$ cat src/rtl/mem_pkg.sv
// Shared definitions for the data-memory access controller.
//   - state_e      : controller FSM states
//   - *_DEF        : default memory map parameters
//   - get_byte     : big-endian byte-lane select (lane 0 = bits [31:24])
//   - put_byte     : big-endian byte-lane insert
package mem_pkg;

    typedef enum logic [1:0] {
        StIdle,
        StAccess,
        StDone
    } state_e;

    localparam int unsigned BASE_ADDR_DEF = 1024;
    localparam int unsigned MEM_BYTES_DEF = 256;

    // Lane idx of a big-endian word: idx 0 is the most significant byte.
    function automatic logic [7:0] get_byte(logic [31:0] word, logic [1:0] idx);
        logic [7:0] b;
        b = 8'h00;
        case (idx)
            2'd0:    b = word[31:24];
            2'd1:    b = word[23:16];
            2'd2:    b = word[15:8];
            default: b = word[7:0];
        endcase
        return b;
    endfunction

    function automatic logic [31:0] put_byte(logic [31:0] word, logic [1:0] idx,
                                             logic [7:0] b);
        logic [31:0] w;
        w = word;
        case (idx)
            2'd0:    w[31:24] = b;
            2'd1:    w[23:16] = b;
            2'd2:    w[15:8]  = b;
            default: w[7:0]   = b;
        endcase
        return w;
    endfunction

endpackage

$ cat src/rtl/mem_access_ctrl_if.sv
// Byte-wide request/acknowledge bus between the access controller (master)
// and a byte memory responder (slave).
//   mem_addr  : byte offset into the memory
//   mem_wdata : byte write data
//   mem_we    : byte write strobe
//   mem_re    : byte read strobe
//   mem_rdata : byte read data, valid while mem_ack is high
//   mem_ack   : responder completes the current byte
interface mem_access_ctrl_if #(
    parameter int unsigned ADDR_W = 8
) ();

    logic [ADDR_W-1:0] mem_addr;
    logic [7:0]        mem_wdata;
    logic              mem_we;
    logic              mem_re;
    logic [7:0]        mem_rdata;
    logic              mem_ack;

    modport master (
        output mem_addr,
        output mem_wdata,
        output mem_we,
        output mem_re,
        input  mem_rdata,
        input  mem_ack
    );

    modport slave (
        input  mem_addr,
        input  mem_wdata,
        input  mem_we,
        input  mem_re,
        output mem_rdata,
        output mem_ack
    );

endinterface

$ cat src/rtl/mem_access_ctrl.sv
// Data-memory access controller: turns a MEM-stage 32-bit word read/write into
// four sequential big-endian byte transfers on a byte-wide req/ack bus, holding
// ready low until the word completes.
// Ports:
//   clk, rst   : clock, synchronous active-high reset
//   MEM_w_en   : word write request
//   MEM_r_en   : word read request (write wins when both are high)
//   address    : CPU byte address, bits [1:0] ignored
//   data_in    : write data
//   data_out   : registered read data, updated only in a read's DONE cycle
//   ready      : 0 freezes the pipeline
//   err        : one-cycle pulse when an access is aborted (range or timeout)
//   bus        : byte bus master side
module mem_access_ctrl
    import mem_pkg::*;
#(
    parameter int unsigned BASE_ADDR = BASE_ADDR_DEF,
    parameter int unsigned MEM_BYTES = MEM_BYTES_DEF,
    parameter int unsigned ADDR_W    = 8,
    parameter int unsigned TIMEOUT   = 15
) (
    input  logic                      clk,
    input  logic                      rst,
    input  logic                      MEM_w_en,
    input  logic                      MEM_r_en,
    input  logic [31:0]               address,
    input  logic [31:0]               data_in,
    output logic [31:0]               data_out,
    output logic                      ready,
    output logic                      err,
    mem_access_ctrl_if.master         bus
);

    localparam int unsigned CntW = $clog2(TIMEOUT + 1);

    state_e            state_q;
    logic              is_wr_q;
    logic [29:0]       addr_q;
    logic [31:0]       wdata_q;
    logic [31:0]       rasm_q;
    logic [1:0]        idx_q;
    logic [CntW-1:0]   cnt_q;
    logic [31:0]       data_out_q;
    logic              err_q;
    logic              mem_we_q;
    logic              mem_re_q;
    logic [ADDR_W-1:0] mem_addr_q;
    logic [7:0]        mem_wdata_q;

    logic [31:0]       aligned;
    logic              out_of_range;

    always_comb begin
        aligned      = address & 32'hFFFF_FFFC;
        out_of_range = (aligned < BASE_ADDR) || (aligned > BASE_ADDR + MEM_BYTES - 4);
    end

    // Combinational so the pipeline freezes in the very cycle a request appears.
    assign ready = ~(MEM_w_en | MEM_r_en) | (state_q == StDone);

    always_ff @(posedge clk) begin
        if (rst) begin
            state_q     <= StIdle;
            is_wr_q     <= 1'b0;
            addr_q      <= '0;
            wdata_q     <= '0;
            rasm_q      <= '0;
            idx_q       <= '0;
            cnt_q       <= '0;
            data_out_q  <= '0;
            err_q       <= 1'b0;
            mem_we_q    <= 1'b0;
            mem_re_q    <= 1'b0;
            mem_addr_q  <= '0;
            mem_wdata_q <= '0;
        end else begin
            err_q <= 1'b0;
            unique case (state_q)
                StIdle: begin
                    if (MEM_w_en | MEM_r_en) begin
                        is_wr_q <= MEM_w_en;
                        wdata_q <= data_in;
                        addr_q  <= aligned[31:2];
                        idx_q   <= 2'd0;
                        cnt_q   <= '0;
                        if (out_of_range) begin
                            state_q <= StDone;
                            err_q   <= 1'b1;
                            if (!MEM_w_en) begin
                                data_out_q <= '0;
                            end
                        end else begin
                            state_q     <= StAccess;
                            mem_addr_q  <= ADDR_W'(aligned - BASE_ADDR);
                            mem_wdata_q <= get_byte(data_in, 2'd0);
                            mem_we_q    <= MEM_w_en;
                            mem_re_q    <= ~MEM_w_en;
                        end
                    end
                end

                StAccess: begin
                    if (bus.mem_ack) begin
                        cnt_q <= '0;
                        if (!is_wr_q) begin
                            rasm_q <= put_byte(rasm_q, idx_q, bus.mem_rdata);
                        end
                        if (idx_q == 2'd3) begin
                            state_q  <= StDone;
                            mem_we_q <= 1'b0;
                            mem_re_q <= 1'b0;
                            // Last byte goes straight into data_out so the word is
                            // visible in the DONE cycle.
                            if (!is_wr_q) begin
                                data_out_q <= put_byte(rasm_q, idx_q, bus.mem_rdata);
                            end
                        end else begin
                            idx_q       <= idx_q + 2'd1;
                            mem_addr_q  <= ADDR_W'({addr_q, idx_q + 2'd1} - BASE_ADDR);
                            mem_wdata_q <= get_byte(wdata_q, idx_q + 2'd1);
                        end
                    end else if (cnt_q == CntW'(TIMEOUT - 1)) begin
                        // This wait cycle is the TIMEOUT-th without ack: abort.
                        cnt_q    <= cnt_q + 1'b1;
                        state_q  <= StDone;
                        err_q    <= 1'b1;
                        mem_we_q <= 1'b0;
                        mem_re_q <= 1'b0;
                        if (!is_wr_q) begin
                            data_out_q <= '0;
                        end
                    end else begin
                        cnt_q <= cnt_q + 1'b1;
                    end
                end

                StDone: begin
                    state_q <= StIdle;
                end

                default: begin
                    state_q <= StIdle;
                end
            endcase
        end
    end

    assign data_out      = data_out_q;
    assign err           = err_q;
    assign bus.mem_addr  = mem_addr_q;
    assign bus.mem_wdata = mem_wdata_q;
    assign bus.mem_we    = mem_we_q;
    assign bus.mem_re    = mem_re_q;

endmodule
$ cat src/flat_wrapper.sv
// flat-port wrapper written by rule: the top's interface ports become plain ports
module mem_access_ctrl_flat import mem_pkg::*;
#(
    parameter int unsigned BASE_ADDR = BASE_ADDR_DEF,
    parameter int unsigned MEM_BYTES = MEM_BYTES_DEF,
    parameter int unsigned ADDR_W    = 8,
    parameter int unsigned TIMEOUT   = 15
)
  (clk, rst, MEM_w_en, MEM_r_en, address, data_in, data_out, ready, err, bus_mem_addr, bus_mem_wdata, bus_mem_we, bus_mem_re, bus_mem_rdata, bus_mem_ack);
  mem_access_ctrl_if #(.ADDR_W(ADDR_W)) bus_i ();
  input  logic clk;
  input  logic rst;
  input  logic MEM_w_en;
  input  logic MEM_r_en;
  input  logic [31:0] address;
  input  logic [31:0] data_in;
  output logic [31:0] data_out;
  output logic ready;
  output logic err;
  output wire logic [$bits(bus_i.mem_addr)-1:0] bus_mem_addr;
  output wire logic [$bits(bus_i.mem_wdata)-1:0] bus_mem_wdata;
  output wire logic [$bits(bus_i.mem_we)-1:0] bus_mem_we;
  output wire logic [$bits(bus_i.mem_re)-1:0] bus_mem_re;
  input wire logic [$bits(bus_i.mem_rdata)-1:0] bus_mem_rdata;
  input wire logic [$bits(bus_i.mem_ack)-1:0] bus_mem_ack;
  assign bus_mem_addr = bus_i.mem_addr;
  assign bus_mem_wdata = bus_i.mem_wdata;
  assign bus_mem_we = bus_i.mem_we;
  assign bus_mem_re = bus_i.mem_re;
  assign bus_i.mem_rdata = bus_mem_rdata;
  assign bus_i.mem_ack = bus_mem_ack;
  mem_access_ctrl #(.BASE_ADDR(BASE_ADDR), .MEM_BYTES(MEM_BYTES), .ADDR_W(ADDR_W), .TIMEOUT(TIMEOUT)) u_core (.clk(clk), .rst(rst), .MEM_w_en(MEM_w_en), .MEM_r_en(MEM_r_en), .address(address), .data_in(data_in), .data_out(data_out), .ready(ready), .err(err), .bus(bus_i));
endmodule
$ cat config.mk
export PLATFORM = sky130hd
export DESIGN_NAME = mem_access_ctrl_flat
export DESIGN_NICKNAME = d
export VERILOG_FILES = /design/src/rtl/mem_pkg.sv /design/src/rtl/mem_access_ctrl_if.sv /design/src/rtl/mem_access_ctrl.sv /design/src/flat_wrapper.sv
export SDC_FILE = /design/constraint.sdc
export NUM_CORES = 1
export LEC_CHECK = 0
export BUFFER_PORTS_ARGS = -buffer_cell sky130_fd_sc_hd__buf_4
export CAP_MARGIN = 40
export CORE_UTILIZATION = 45
export DETAILED_ROUTE_END_ITERATION = 10
export GPL_TIMING_DRIVEN = 0
export PLACE_DENSITY = 0.66
export REMOVE_ABC_BUFFERS = 1
export SLEW_MARGIN = 20
export SYNTH_ARGS = -nofsm -noshare
export SYNTH_HDL_FRONTEND = slang
export SYNTH_SLANG_ARGS = --single-unit
export TNS_END_PERCENT = 100
$ cat constraint.sdc
create_clock -name clk -period 2.9 [get_ports clk]
set_input_delay 0.29 -clock clk [delete_from_list [all_inputs] [get_ports clk]]
set_output_delay 0.29 -clock clk [all_outputs]
set_load 0.02 [all_outputs]
==> flow_summary.json <==
{
  "die_h_um": 114.5,
  "synth_top_area_cell": "dfxtp_1",
  "r2r_start": "u_core.state_q[0]",
  "yosys-top-cells-area": "dfxtp_1 46%, a21oi_1 10%, nand2_1 10%, mux2i_1 6.7%, or3_1 3.5%",
  "hold_viol": 0,
  "switching_share": 0.2121,
  "whs_ns": 0.1192,
  "hold_class": "in -> reg",
  "cts_tree": "yes",
  "ctsHtreeMaxLevel": 4,
  "pwr_density_cell_nw_per_um2": 607.7,
  "reg2reg_to": "u_core.data_out[20]",
  "ir_drop_mv": 0.4532,
  "synth_top_cell_area_share": 0.4566,
  "cts_num_sinks": 130,
  "r2r_slack_ns": 0.23,
  "clkTransAtPathRegs_ns": 0.06,
  "grt_use_total": 0.2202,
  "skew_ns": 0.007907,
  "synth-seq-cells": 130,
  "instances_no_fill": 970,
  "drive_gt1_frac": 0.2307,
  "routed_via_density": 5.253,
  "dpl_worst_slack_ns": 0.07249,
  "ff_latch_area_um2": 2603,
  "multiInputGateArea_um2": 2775,
  "cp.arrival_ns": 2.95,
  "ant_nets": 0,
  "pwr-share-clk": 0.517,
  "worst_setup_path_end_kind": "flop",
  "worstSkewPairLatency_ns": 0.41,
  "ys_types": 35,
  "antenna_found_initial": 0,
  "holdPathEnd": "u_core.wdata_q[21]",
  "num_rows": 40,
  "vias": 5095,
  "total_power_mw": 4.497,
  "wl_per_cell_um": 14.70,
  "drt_pass1_iterations": 5,
  "ctsResizeCount": 0,
  "hpwl_um": 9396,
  "drc": 0,
  "syn_area_um2": 5699,
  "power.internal_mw": 3.543,
  "fin_ws_ns": 0.2345,
  "drt_wl_total_um": 14260,
  "tightest_slew_ns": 0.8246,
  "status": "completed",
  "cp_max_fo": 26,
  "numCtsBuffers": 17,
  "critPathRequiredTime_ns": 3.19,
  "combinationalPowerShare": 0.071,
  "synth_top_flop_cell": "dfxtp_1",
  "fillCellCount": 1113,
  "die_x_um": 114.5,
  "grt-ovfl-total": 0,
  "die-area_um2": 13120,
  "synth.avg_cell_area_um2": 8.189,
  "syn_inst": 696,
  "drtIter0Drc": 269,
  "maxCapViolCount": 0,
  "p_seq_frac": 0.412,
  "port_buffers": 126,
  "nets": 875,
  "cts_max_path_buffers": 2,
  "cts_hold_buf": 0,
  "period_needed_ns": 2.665,
  "worstSetupPathType": "reg -> reg",
  "rr_worst_depth": 7,
  "grt_pass1_vias": 4804,
  "syn2layout_area_growth_pct": 29.84,
  "maxSlewHeadroom": 0.4473,
  "rsz0062_at_grt": "false",
  "holdPathStages": 3,
  "cts_root_buffer": "clkbuf_16",
  "startpoint_type": "flop",
  "dpl.cell_count": 937,
  "p_sw_mw": 0.9535,
  "p_leak_nw": 2.840,
  "ys_seq_area_frac": 0.4566,
  "diodes": 0,
  "min_from": "data_in[21]",
  "async_flop_share": 0,
  "start_util": 0.4686,
  "slew_viol_final": 0,
  "period_share": 0.9191,
  "yosys_warnings": 0,
  "grt_max_degree": 69,
  "max_freq_mhz": 375.2,
  "core_um2": 12160,
  "grt_pass1_wl_um": 22830,
  "ios": 129,
  "setup-violations-final": 0,
  "postCtsSetupBuffers": 0,
  "synth_edf_count": 0,
  "gp_congestion": 0.7674
}
-- power groups by stage --
| stage | clock, mW | sequential (mW) | combinational, mW |
|---|---|---|---|
| final | 2.32 | 1.85 | 0.319 |
| after global routing | 2.43 | 1.86 | 0.352 |
| after CTS | 2.36 | 1.85 | 0.320 |
| after detailed placement | 0 | 1.89 | 0.320 |
| after global placement | 0 | 1.89 | 0.285 |
| after floorplan | 0 | 1.88 | 0.121 |
-- layer usage --
metal	routed length, um	GRT usage	vias up	share of wire
met4	114	0.07706	0	0.0080
met1	6260	0.2690	2369	0.44
met5	0	0	-	0
li1	-	-	2586	-
met3	783	0.06882	14	0.055
met2	7096	0.3657	126	0.50
-- cell type report --
cell class / count / area share
Clock buffer: 23 / 0.06865
Sequential cell: 130 / 0.3517
Tap cell: 168 / 0.02841
Clock inverter: 9 / 0.02012
Inverter: 20 / 0.01015
Timing Repair Buffer: 135 / 0.1459
Multi-Input combinational cell: 485 / 0.3750
-- cells in the mapped netlist, types with 2 or more instances --
library cell  count
mux2_2            6
a211oi_1         17
a221oi_1          9
nand4_1           3
buf_2             2
or3_1            32
a22o_1            2
nand2_1         155
clkbuf_1         44
a21oi_1         117
o21ai_0           3
and4b_1           2
buf_1            10
nor3_1            6
nand3_1          32
nor2_1           21
mux2i_1          38
dfxtp_1         130
inv_1            20
ha_1              9
buf_6             6
xor2_1            2
a22oi_1           8
nor4_1            8
nor4b_1           3
or2_2             2
-- how the worst max path moves through the flow --
stage	endpoint	from	cells after the start
CTS	u_core.rasm_q[31]	u_core.state_q[0]	6
global route	u_core.data_out[21]	u_core.state_q[0]	7
detailed placement	u_core.rasm_q[31]	u_core.state_q[0]	6
finish	u_core.data_out[20]	u_core.state_q[0]	7
global placement	u_core.bus.mem_addr[7]	MEM_w_en	5
floorplan	u_core.bus.mem_addr[2]	MEM_w_en	4
-- cell families after synthesis --
logic type               count (synthesis)  synth area share
AND/OR/NAND/NOR                        267            0.2130
adder cells (fa/ha/maj)                  9           0.01976
flip-flops                             130            0.4566
multiplexers                            44           0.07859
XOR/XNOR                                 2          0.003074
AO/OA/AOI/OAI                          162            0.1666
buffers and inverters                   82           0.06235
-- metrics by stage --
| step | setup TNS [ns] | area (um^2) | util |
|---|---|---|---|
| after floorplan | -13.21 | 5419 | - |
| after CTS | 0 | 7393 | 0.6079 |
| after global placement | -166.59 | 6575 | 0.5406 |
| final | 0 | 7400 | 0.6084 |
| after detailed placement | 0 | 6736 | 0.5539 |
| after global routing | 0 | 7400 | 0.6084 |
-- cell usage in the layout (no fill, tap or decap), types with 9 or more instances in the layout --
cell type  count
or3_1         32
clkbuf_16     17
nand3_1       32
a21oi_1      117
dfxtp_1      130
nand2_1      155
nor2_1        20
mux2i_1       38
a221oi_1       9
a211oi_1      17
buf_4        127
inv_1         20
-- flip-flops by register name, summed over array words and instances (netlist names), 2 cells and up --
name	flops
u_core.addr_q	6
u_core.bus.mem_addr	8
u_core.bus.mem_wdata	8
u_core.cnt_q	4
u_core.data_out	32
u_core.idx_q	2
u_core.rasm_q	32
u_core.state_q	2
u_core.wdata_q	32
-- worst max-delay path, stage by stage, from the launching register on --
cell      delay [ns]
dfxtp_1         0.55
nand2b_4        0.28
a211o_1         0.44
a221oi_4        0.60
buf_6           0.25
buf_6           0.20
or3_1           0.13
a21oi_1         0.06
Power figures use the tool's default switching activity.
